**src/rtl/regfile_pkg.sv**
```systemverilog
// Shared constants for the scoreboarded register file: default geometry and
// the address-width helper used by the top and the scoreboard.
package regfile_pkg;

   localparam int DEFAULT_WIDTH = 8;
   localparam int DEFAULT_DEPTH = 8;

   // Address width for a register count; a one-bit address is the floor.
   function automatic int aw_f(input int depth);
      return (depth < 2) ? 1 : $clog2(depth);
   endfunction

endpackage

```
**src/rtl/regfile_scoreboard.sv**
```systemverilog
// Busy-bit scoreboard: one pending-write flag per register, read-port busy
// forwarding and a registered count of reserved registers.
module regfile_scoreboard
   import regfile_pkg::*;
#(
   parameter int DEPTH  = DEFAULT_DEPTH,
   parameter int BYPASS = 1,
   parameter int AW     = aw_f(DEPTH)
) (
   input  logic          clk,
   input  logic          rst,
   input  logic [AW-1:0] addr_a,
   input  logic [AW-1:0] addr_b,
   input  logic          wr_en,
   input  logic [AW-1:0] addr_d,
   input  logic          rsv_en,
   input  logic [AW-1:0] rsv_addr,
   output logic          busy_a,
   output logic          busy_b,
   output logic          stall,
   output logic [AW:0]   pend_cnt
);

   logic [DEPTH-1:0] busy_q, busy_d;
   logic [AW:0]      cnt_q, cnt_d;
   logic             wr_hit, rsv_hit;

   assign wr_hit  = wr_en  && (addr_d   != '0);
   assign rsv_hit = rsv_en && (rsv_addr != '0);

   // Clear on writeback first so a same-edge reservation wins.
   always_comb begin
      busy_d = busy_q;
      if (wr_hit) begin
         busy_d[addr_d] = 1'b0;
      end
      if (rsv_hit) begin
         busy_d[rsv_addr] = 1'b1;
      end
      busy_d[0] = 1'b0;
   end

   always_comb begin
      cnt_d = '0;
      for (int i = 0; i < DEPTH; i++) begin
         cnt_d = cnt_d + {{AW{1'b0}}, busy_d[i]};
      end
   end

   always_ff @(posedge clk) begin
      if (rst) begin
         busy_q <= '0;
         cnt_q  <= '0;
      end else begin
         busy_q <= busy_d;
         cnt_q  <= cnt_d;
      end
   end

   // A retiring write hides the busy flag unless it is re-reserved this cycle.
   always_comb begin
      busy_a = busy_q[addr_a];
      busy_b = busy_q[addr_b];
      if (BYPASS != 0 && wr_hit) begin
         if (addr_a == addr_d && !(rsv_hit && rsv_addr == addr_a)) begin
            busy_a = 1'b0;
         end
         if (addr_b == addr_d && !(rsv_hit && rsv_addr == addr_b)) begin
            busy_b = 1'b0;
         end
      end
   end

   assign stall    = busy_a | busy_b;
   assign pend_cnt = cnt_q;

endmodule

```
**src/rtl/regfile_sb.sv**
```systemverilog
// Two-read, one-write register file with hardwired-zero r0, optional
// write-to-read forwarding and a reservation scoreboard for pending writes.
module regfile_sb
   import regfile_pkg::*;
#(
   parameter int WIDTH  = DEFAULT_WIDTH,
   parameter int DEPTH  = DEFAULT_DEPTH,
   parameter int BYPASS = 1,
   localparam int AW    = aw_f(DEPTH)
) (
   input  logic             clk,
   input  logic             rst,
   input  logic [AW-1:0]    addr_a,
   input  logic [AW-1:0]    addr_b,
   output logic [WIDTH-1:0] data_a,
   output logic [WIDTH-1:0] data_b,
   input  logic             wr_en,
   input  logic [AW-1:0]    addr_d,
   input  logic [WIDTH-1:0] data_in,
   input  logic             rsv_en,
   input  logic [AW-1:0]    rsv_addr,
   output logic             busy_a,
   output logic             busy_b,
   output logic             stall,
   output logic [AW:0]      pend_cnt
);

   logic [WIDTH-1:0] mem_q [DEPTH];
   logic             wr_hit;

   assign wr_hit = wr_en && (addr_d != '0);

   // Entry 0 is only ever loaded by reset, so it reads as zero forever.
   always_ff @(posedge clk) begin
      if (rst) begin
         for (int i = 0; i < DEPTH; i++) begin
            mem_q[i] <= '0;
         end
      end else if (wr_hit) begin
         mem_q[addr_d] <= data_in;
      end
   end

   always_comb begin
      data_a = mem_q[addr_a];
      data_b = mem_q[addr_b];
      if (BYPASS != 0 && wr_hit) begin
         if (addr_a == addr_d) begin
            data_a = data_in;
         end
         if (addr_b == addr_d) begin
            data_b = data_in;
         end
      end
   end

   regfile_scoreboard #(
      .DEPTH  (DEPTH),
      .BYPASS (BYPASS),
      .AW     (AW)
   ) u_scoreboard (
      .clk      (clk),
      .rst      (rst),
      .addr_a   (addr_a),
      .addr_b   (addr_b),
      .wr_en    (wr_en),
      .addr_d   (addr_d),
      .rsv_en   (rsv_en),
      .rsv_addr (rsv_addr),
      .busy_a   (busy_a),
      .busy_b   (busy_b),
      .stall    (stall),
      .pend_cnt (pend_cnt)
   );

endmodule
```
**config.mk**
```make
export PLATFORM = sky130hd
export DESIGN_NAME = regfile_sb
export DESIGN_NICKNAME = d
export VERILOG_FILES = /design/src/rtl/regfile_pkg.sv /design/src/rtl/regfile_scoreboard.sv /design/src/rtl/regfile_sb.sv
export SDC_FILE = /design/constraint.sdc
export NUM_CORES = 1
export LEC_CHECK = 0
export CAP_MARGIN = 30
export CORE_MARGIN = 3
export CORE_UTILIZATION = 64
export CTS_BUF_LIST = sky130_fd_sc_hd__clkbuf_2 sky130_fd_sc_hd__clkbuf_4 sky130_fd_sc_hd__clkbuf_8
export CTS_CLUSTER_DIAMETER = 200
export CTS_CLUSTER_SIZE = 10
export DETAILED_ROUTE_END_ITERATION = 16
export HOLD_SLACK_MARGIN = 0.08
export PLACE_DENSITY = 0.87
export SLEW_MARGIN = 0
export SYNTH_ARGS = -nofsm -noshare
export SYNTH_HDL_FRONTEND = slang
export SYNTH_HIERARCHICAL = 1
export SYNTH_SLANG_ARGS = --single-unit
```
**constraint.sdc**
```tcl
create_clock -name clk -period 4.67 [get_ports clk]
set_input_delay 0.7005 -clock clk [delete_from_list [all_inputs] [get_ports clk]]
set_output_delay 0.7005 -clock clk [all_outputs]
set_load 0.03 [all_outputs]
```
Word-level counts from Yosys, hierarchy flattened
Memory sizes are Yosys's and may differ from the RTL's. Index checks and enable logic that the tools add are counted.

Register bits: 12. Memory bits (writable): 64. Input port bits: 24. Output and inout port bits: 23. Word-level logic and storage cells: 63. Memories kept: 1.

Add/subtract/negate cells: 6. $lt $le $gt $ge: 6. Equal/unequal tests: 4. Multiplexer cells: 26. Bitwise operators: 4. Reductions and logical operators: 13.

Memories: mem_q (words 8, width 8, rd ports 2, clocked after Yosys merged registers in 0, write ports 8, RTL line regfile_sb.sv:28) `logic [WIDTH-1:0] mem_q [DEPTH];`.

Operators with widths (count): 8-bit 2-to-1 mux (7); 4-bit by 1-bit adder with 4-bit output (5); 3-bit by 4-bit < comparator with 1-bit output (second input constant) (4); 1-bit 2-to-1 mux (14); 3-bit == test (4); 8-bit bitwise AND (1); 1-bit logical AND (8); 8-bit inverter (1); 8-bit OR (1); 8-bit OR reduction (1); 1-bit binary-select mux with 3-bit select (2); 1-bit demux with 3-bit select (2); 3-bit by 1-bit greater-or-equal comparator with 1-bit output (second input constant) (2); 3-bit nonzero test (2); 3-bit 2-to-1 mux (1); 1-bit by 1-bit adder with 2-bit output (1); 1-bit logical NOT (2); 1-bit OR (1).

Longest topological paths before layout
Depth in word-level cells: 15. Mapped depth: 13. Mapped depth without buffers: 12.

Cells and area by module
The synthesis kept the hierarchy.

Modules (own cells, without submodules): regfile_sb (times used 1, cells an instance 231, area each 3707.3 um2, sequential area each 1921.8 um2); regfile_scoreboard (times used 1, cells an instance 104, area each 964.7 um2, sequential area each 220.2 um2).

Least setup slack after synthesis
No wires, ideal clock.

Kind: input to register. Start: input port addr_d[2]. End: register u_scoreboard.cnt_q[2], in the netlist u_scoreboard/pend_cnt[2]. Library setup time: 0.128 ns. Arrival time: 3.103 ns. Required time: 4.542 ns. Path slack: 1.439 ns. Cell stages on the path: 12. Buffers on the path: 1. Cells stage by stage: buf_2 -> nand2_1 -> o31a_1 -> a21oi_1 -> fa_1 -> fa_1 -> inv_1 -> ha_1 -> inv_1 -> fa_1 -> xor2_1 -> nor2_1.

Word-level cells in the longest chain between the ends: 15. Elaborated cells on any way between the ends: 18. Those cells by class: 6 x add/sub; 2 x order compare; 4 x mux; 3 x bitwise; 3 x reduce/logical.

Ends and longest elaborated chain: start: declaration (RTL line regfile_sb.sv:18) `input logic [AW-1:0] addr_d,`; 3-bit by 4-bit < comparator with 1-bit output (not written as such) or 3-bit by 1-bit greater-or-equal comparator with 1-bit output (tied branches) (RTL line regfile_scoreboard.sv:35) `busy_d[addr_d] = 1'b0;`; 1-bit logical AND (not written as such) (RTL line regfile_scoreboard.sv:35); 1-bit 2-to-1 mux (not written as such) (RTL line regfile_scoreboard.sv:35); 1-bit demux with 3-bit select; 8-bit inverter (no source line); 8-bit bitwise AND (no source line); 8-bit 2-to-1 mux * (RTL line regfile_scoreboard.sv:34) `if (wr_hit) begin`; 8-bit OR (no source line); 8-bit 2-to-1 mux * (RTL line regfile_scoreboard.sv:37) `if (rsv_hit) begin`; 1-bit by 1-bit adder with 2-bit output (RTL line regfile_scoreboard.sv:46) `cnt_d = cnt_d + {{AW{1'b0}}, busy_d[i]};`; 4-bit by 1-bit adder with 4-bit output (4 in a row) (RTL line regfile_scoreboard.sv:46); 4-bit by 1-bit adder with 4-bit output * (RTL line regfile_scoreboard.sv:46); end signal: assignment (RTL line regfile_scoreboard.sv:56) `cnt_q <= cnt_d;`; end: declaration (RTL line regfile_scoreboard.sv:25) `logic [AW:0] cnt_q, cnt_d;`.

Every way passes the cells marked *; elsewhere a longest branch is shown, timed or not. A chain may end at the register's enable or synchronous reset.

Worst setup path in the final report
Start: input port addr_a[2]. End: output port data_a[7].

Word-level cells in the longest chain between the ends: 3. Elaborated cells on any way between the ends: 4. Those cells by class: 1 x eq/ne; 2 x mux; 1 x memory.

Ends and longest elaborated chain: start: declaration (RTL line regfile_sb.sv:13) `input logic [AW-1:0] addr_a,`; memory 8 x 8 bit or 3-bit == test (tied branches); 8-bit 2-to-1 mux (RTL line regfile_sb.sv:48) `if (addr_a == addr_d) begin`; 8-bit 2-to-1 mux * (RTL line regfile_sb.sv:47) `if (BYPASS != 0 && wr_hit) begin`; end: declaration (RTL line regfile_sb.sv:15) `output logic [WIDTH-1:0] data_a,`.

Marked as above.

==> results by group <==
Yosys
  • Synth Area in Adders: 2.36%
  • Sequential share of the synthesized area: 45.8%
  • Mapped Area: 0.00467 mm²
  • Top area cells in the synthesized netlist: edfxtp_1 (41%), mux4_2 (13%), and2_1 (7.5%)
  • Yosys Warn Count: 6
  • Synthesized instance count: 335
  • Xor and xnor area share after synthesis: 3.19%
  • Synth top area share: 41.1%
  • Top-count cell post-synth: edfxtp_1
  • Seq cells post-synth: 75
  • Largest family of logic cells by synthesized area: multiplexers
  • Complex-gate fraction of the synthesized area: 4.07%
  • Post-synthesis mux area share: 25.1%
  • Synth Area in Simple Gates: 15.5%
  • Largest area contributor in the netlist: edfxtp_1
  • Syn Area/Cell: 13.9 µm²
  • Cell variety after synth: 53
  • Async set-reset flop share out of synthesis: 0%
  • Post-synth EDFFs: 64
  • Post-synth top flop: edfxtp_1
  • Synth top cells by count: edfxtp_1 (64), and2_1 (56), mux2_2 (30)

Setup path
  • Setup CP Type: in2out
  • Reg-to-Reg Start: u_scoreboard/busy_q[4]
  • Setup crit start kind: input pin
  • Kind of end point of the critical path: output port
  • R2R setup slack: 2.01 ns
  • WP data arrival: 3.50 ns
  • RR Endpoint: u_scoreboard/pend_cnt[2]
  • CP required: 3.97 ns
  • Max Fanout on Critical Path: 12
  • R2r worst-path depth: 10

Place
  • Place WS: 0.532 ns
  • GP Congestion: 0.851
  • IO buf count: 46
  • Final HPWL DP: 7.38 mm

Die
  • Die area: 0.00836 mm²
  • Die W: 91.4 µm
  • Initial cell density of the core: 67.3%
  • FP Rows: 30
  • Core area: 0.00694 mm²
  • Die H: 91.4 µm
  • I/O pin count: 47

Clock network
  • CTS tree: built
  • CTS H-tree depth: 3
  • CTS clk-pin slew, worst paths: 0.08 ns
  • Max clock buf depth: 2
  • Post-CTS Hold Buffers: 0
  • Setup bufs post-CTS: 0
  • Total CTS buffers: 9
  • Root Driver: clkbuf_8
  • Clock sink count: 75
  • # resized after CTS: 0
  • Clk Latency, worst-skew pair: 0.34 ns

Power and ir drop
  • VDD IR-drop max: 257 µV
  • Power Density: 317 mW/mm²
  • P_leak: 0.00198 µW

Drt
  • Via density: 6.30
  • Routed via count: 3123
  • DRT Pass-1 Iters: 5
  • DRT antenna net count: 0
  • Initial DRC count: 353
  • # DRC: 0
  • Wire per inst: 22.7 µm
  • Final wirelength: 11.3 mm

Timing
  • Final Skew: 0.00268 ns
  • Fin Setup TNS: 0 ns
  • Crit share post-route: 89.8%
  • Setup violators final: 0
  • Slew Limit Fails: 0
  • Slew at the pin closest to its max-slew limit: 0.596 ns
  • Setup ws final: 0.474 ns
  • Slew HR: 60.1%
  • Hold Fails Final Rpt: 0
  • Setup repair after global routing missed its margin: no
  • Final critical-path required period: 4.20 ns
  • Peak Freq: 238 MHz

Layout
  • Ratio of cells with drive above 1 in the final layout: 26.8%
  • Antenna fix cells: 0
  • Layout overhead on the synthesized area: 17.8%
  • Nets@finish: 426

Hold path
  • Hold Path End: u_scoreboard/busy_q[7]
  • Hold wc startpoint: u_scoreboard/busy_q[7]
  • Worst hold path depth: 2
  • HP Class: reg2reg

Flow run
  • Max capacitance violation total: 0

GRT
  • Pin count of the biggest net entering global routing: 24
  • GR Util met3: 7.62%
  • Vias in the first global route: 3257
  • Global-route wire length before repair: 17.4 mm
  • GR Layer Usage met1: 35.4%
  • GR Overflow Total: 0
  • GR Util All Layers: 28.0%
  • Antenna violations before repair: 0
  • Busiest grt layer: met2
  • Met2 Usage GRT: 46.0%

Status
  • Status: finished clean
worst max-delay path by stage:
| stage | slack [ns] | end | start |
|---|---|---|---|
| detailed placement | 0.53 | data_a[7] | addr_a[2] |
| global placement | 0.62 | data_a[7] | addr_a[2] |
| floorplan | 1.44 | u_scoreboard/pend_cnt[2] | addr_d[2] |
| CTS | 0.49 | data_a[7] | addr_a[2] |
| finish | 0.47 | data_a[7] | addr_a[2] |
| global route | 0.40 | data_a[7] | addr_a[2] |
layout make-up:
cell class / instances / area, µm²
Clock buffer: 9 / 124
Clock inverter: 7 / 106
Fill cell: 419 / 1440
Inverter: 6 / 22.5
Multi-Input combinational cell: 239 / 2380
Sequential cell: 75 / 2140
Tap cell: 96 / 120
Timing Repair Buffer: 64 / 608
cells by family (layout without fill, tap and decap cells):
family	after synthesis	after routing
xor+xnor	17	17
simple gates	117	117
other cells	1	8
mux	70	70
flops	75	75
buf+inv	28	86
compound gates	20	20
fa+ha+maj	7	7
layer usage:
layer | routed length, µm | vias to the layer above
met5 | 0 | -
met4 | 258 | 0
met3 | 1010 | 22
met2 | 5620 | 152
met1 | 4400 | 1559
li1 | - | 1390
state kept, by name (all words and copies together) (netlist names):
register	cells
mem_q	64
u_scoreboard/busy_q	7
u_scoreboard/pend_cnt	4
layout by cell type (no fill, tap or decap), types with 3 or more instances in the layout:
cell type / instances
mux2_1: 6
dfxtp_1: 11
a21oi_1: 3
or2_2: 7
fa_1: 3
buf_4: 17
clkdlybuf4s50_1: 46
nand4b_1: 3
nand4_1: 3
edfxtp_1: 64
conb_1: 8
inv_1: 6
xor2_1: 7
mux4_2: 27
mux2_2: 30
mux4_1: 5
nor2_1: 13
nand2b_1: 3
and2_1: 56
nor2b_1: 8
clkbuf_8: 9
nand2_1: 6
xnor2_1: 10
ha_1: 4
power by group:
| group | internal [µW] | total, µW | switching, µW |
|---|---|---|---|
| Sequential | 769 | 792 | 23.2 |
| Clock | 310 | 578 | 268 |
| Combinational | 184 | 373 | 189 |
through the flow:
stage | hold WS [ns] | instances | power, µW | utilization, % | area (µm²)
after floorplan | 0.499 | 342 | 1040 | - | 4700
after global placement | 0.574 | 480 | 1160 | 75.9 | 5270
after detailed placement | 0.585 | 480 | 1180 | 75.9 | 5270
after CTS | 0.602 | 496 | 1740 | 79.2 | 5500
after global routing | 0.648 | 496 | 1800 | 79.2 | 5500
final | 0.617 | 496 | 1740 | 79.2 | 5500
worst max-delay path, stage by stage:
cell and delay (ns):
clkdlybuf4s50_1 0.72, nor4b_1 0.47, o311a_1 0.59, mux2_1 0.41, clkdlybuf4s50_1 0.61
No activity file was read; power rests on OpenSTA's default activity.
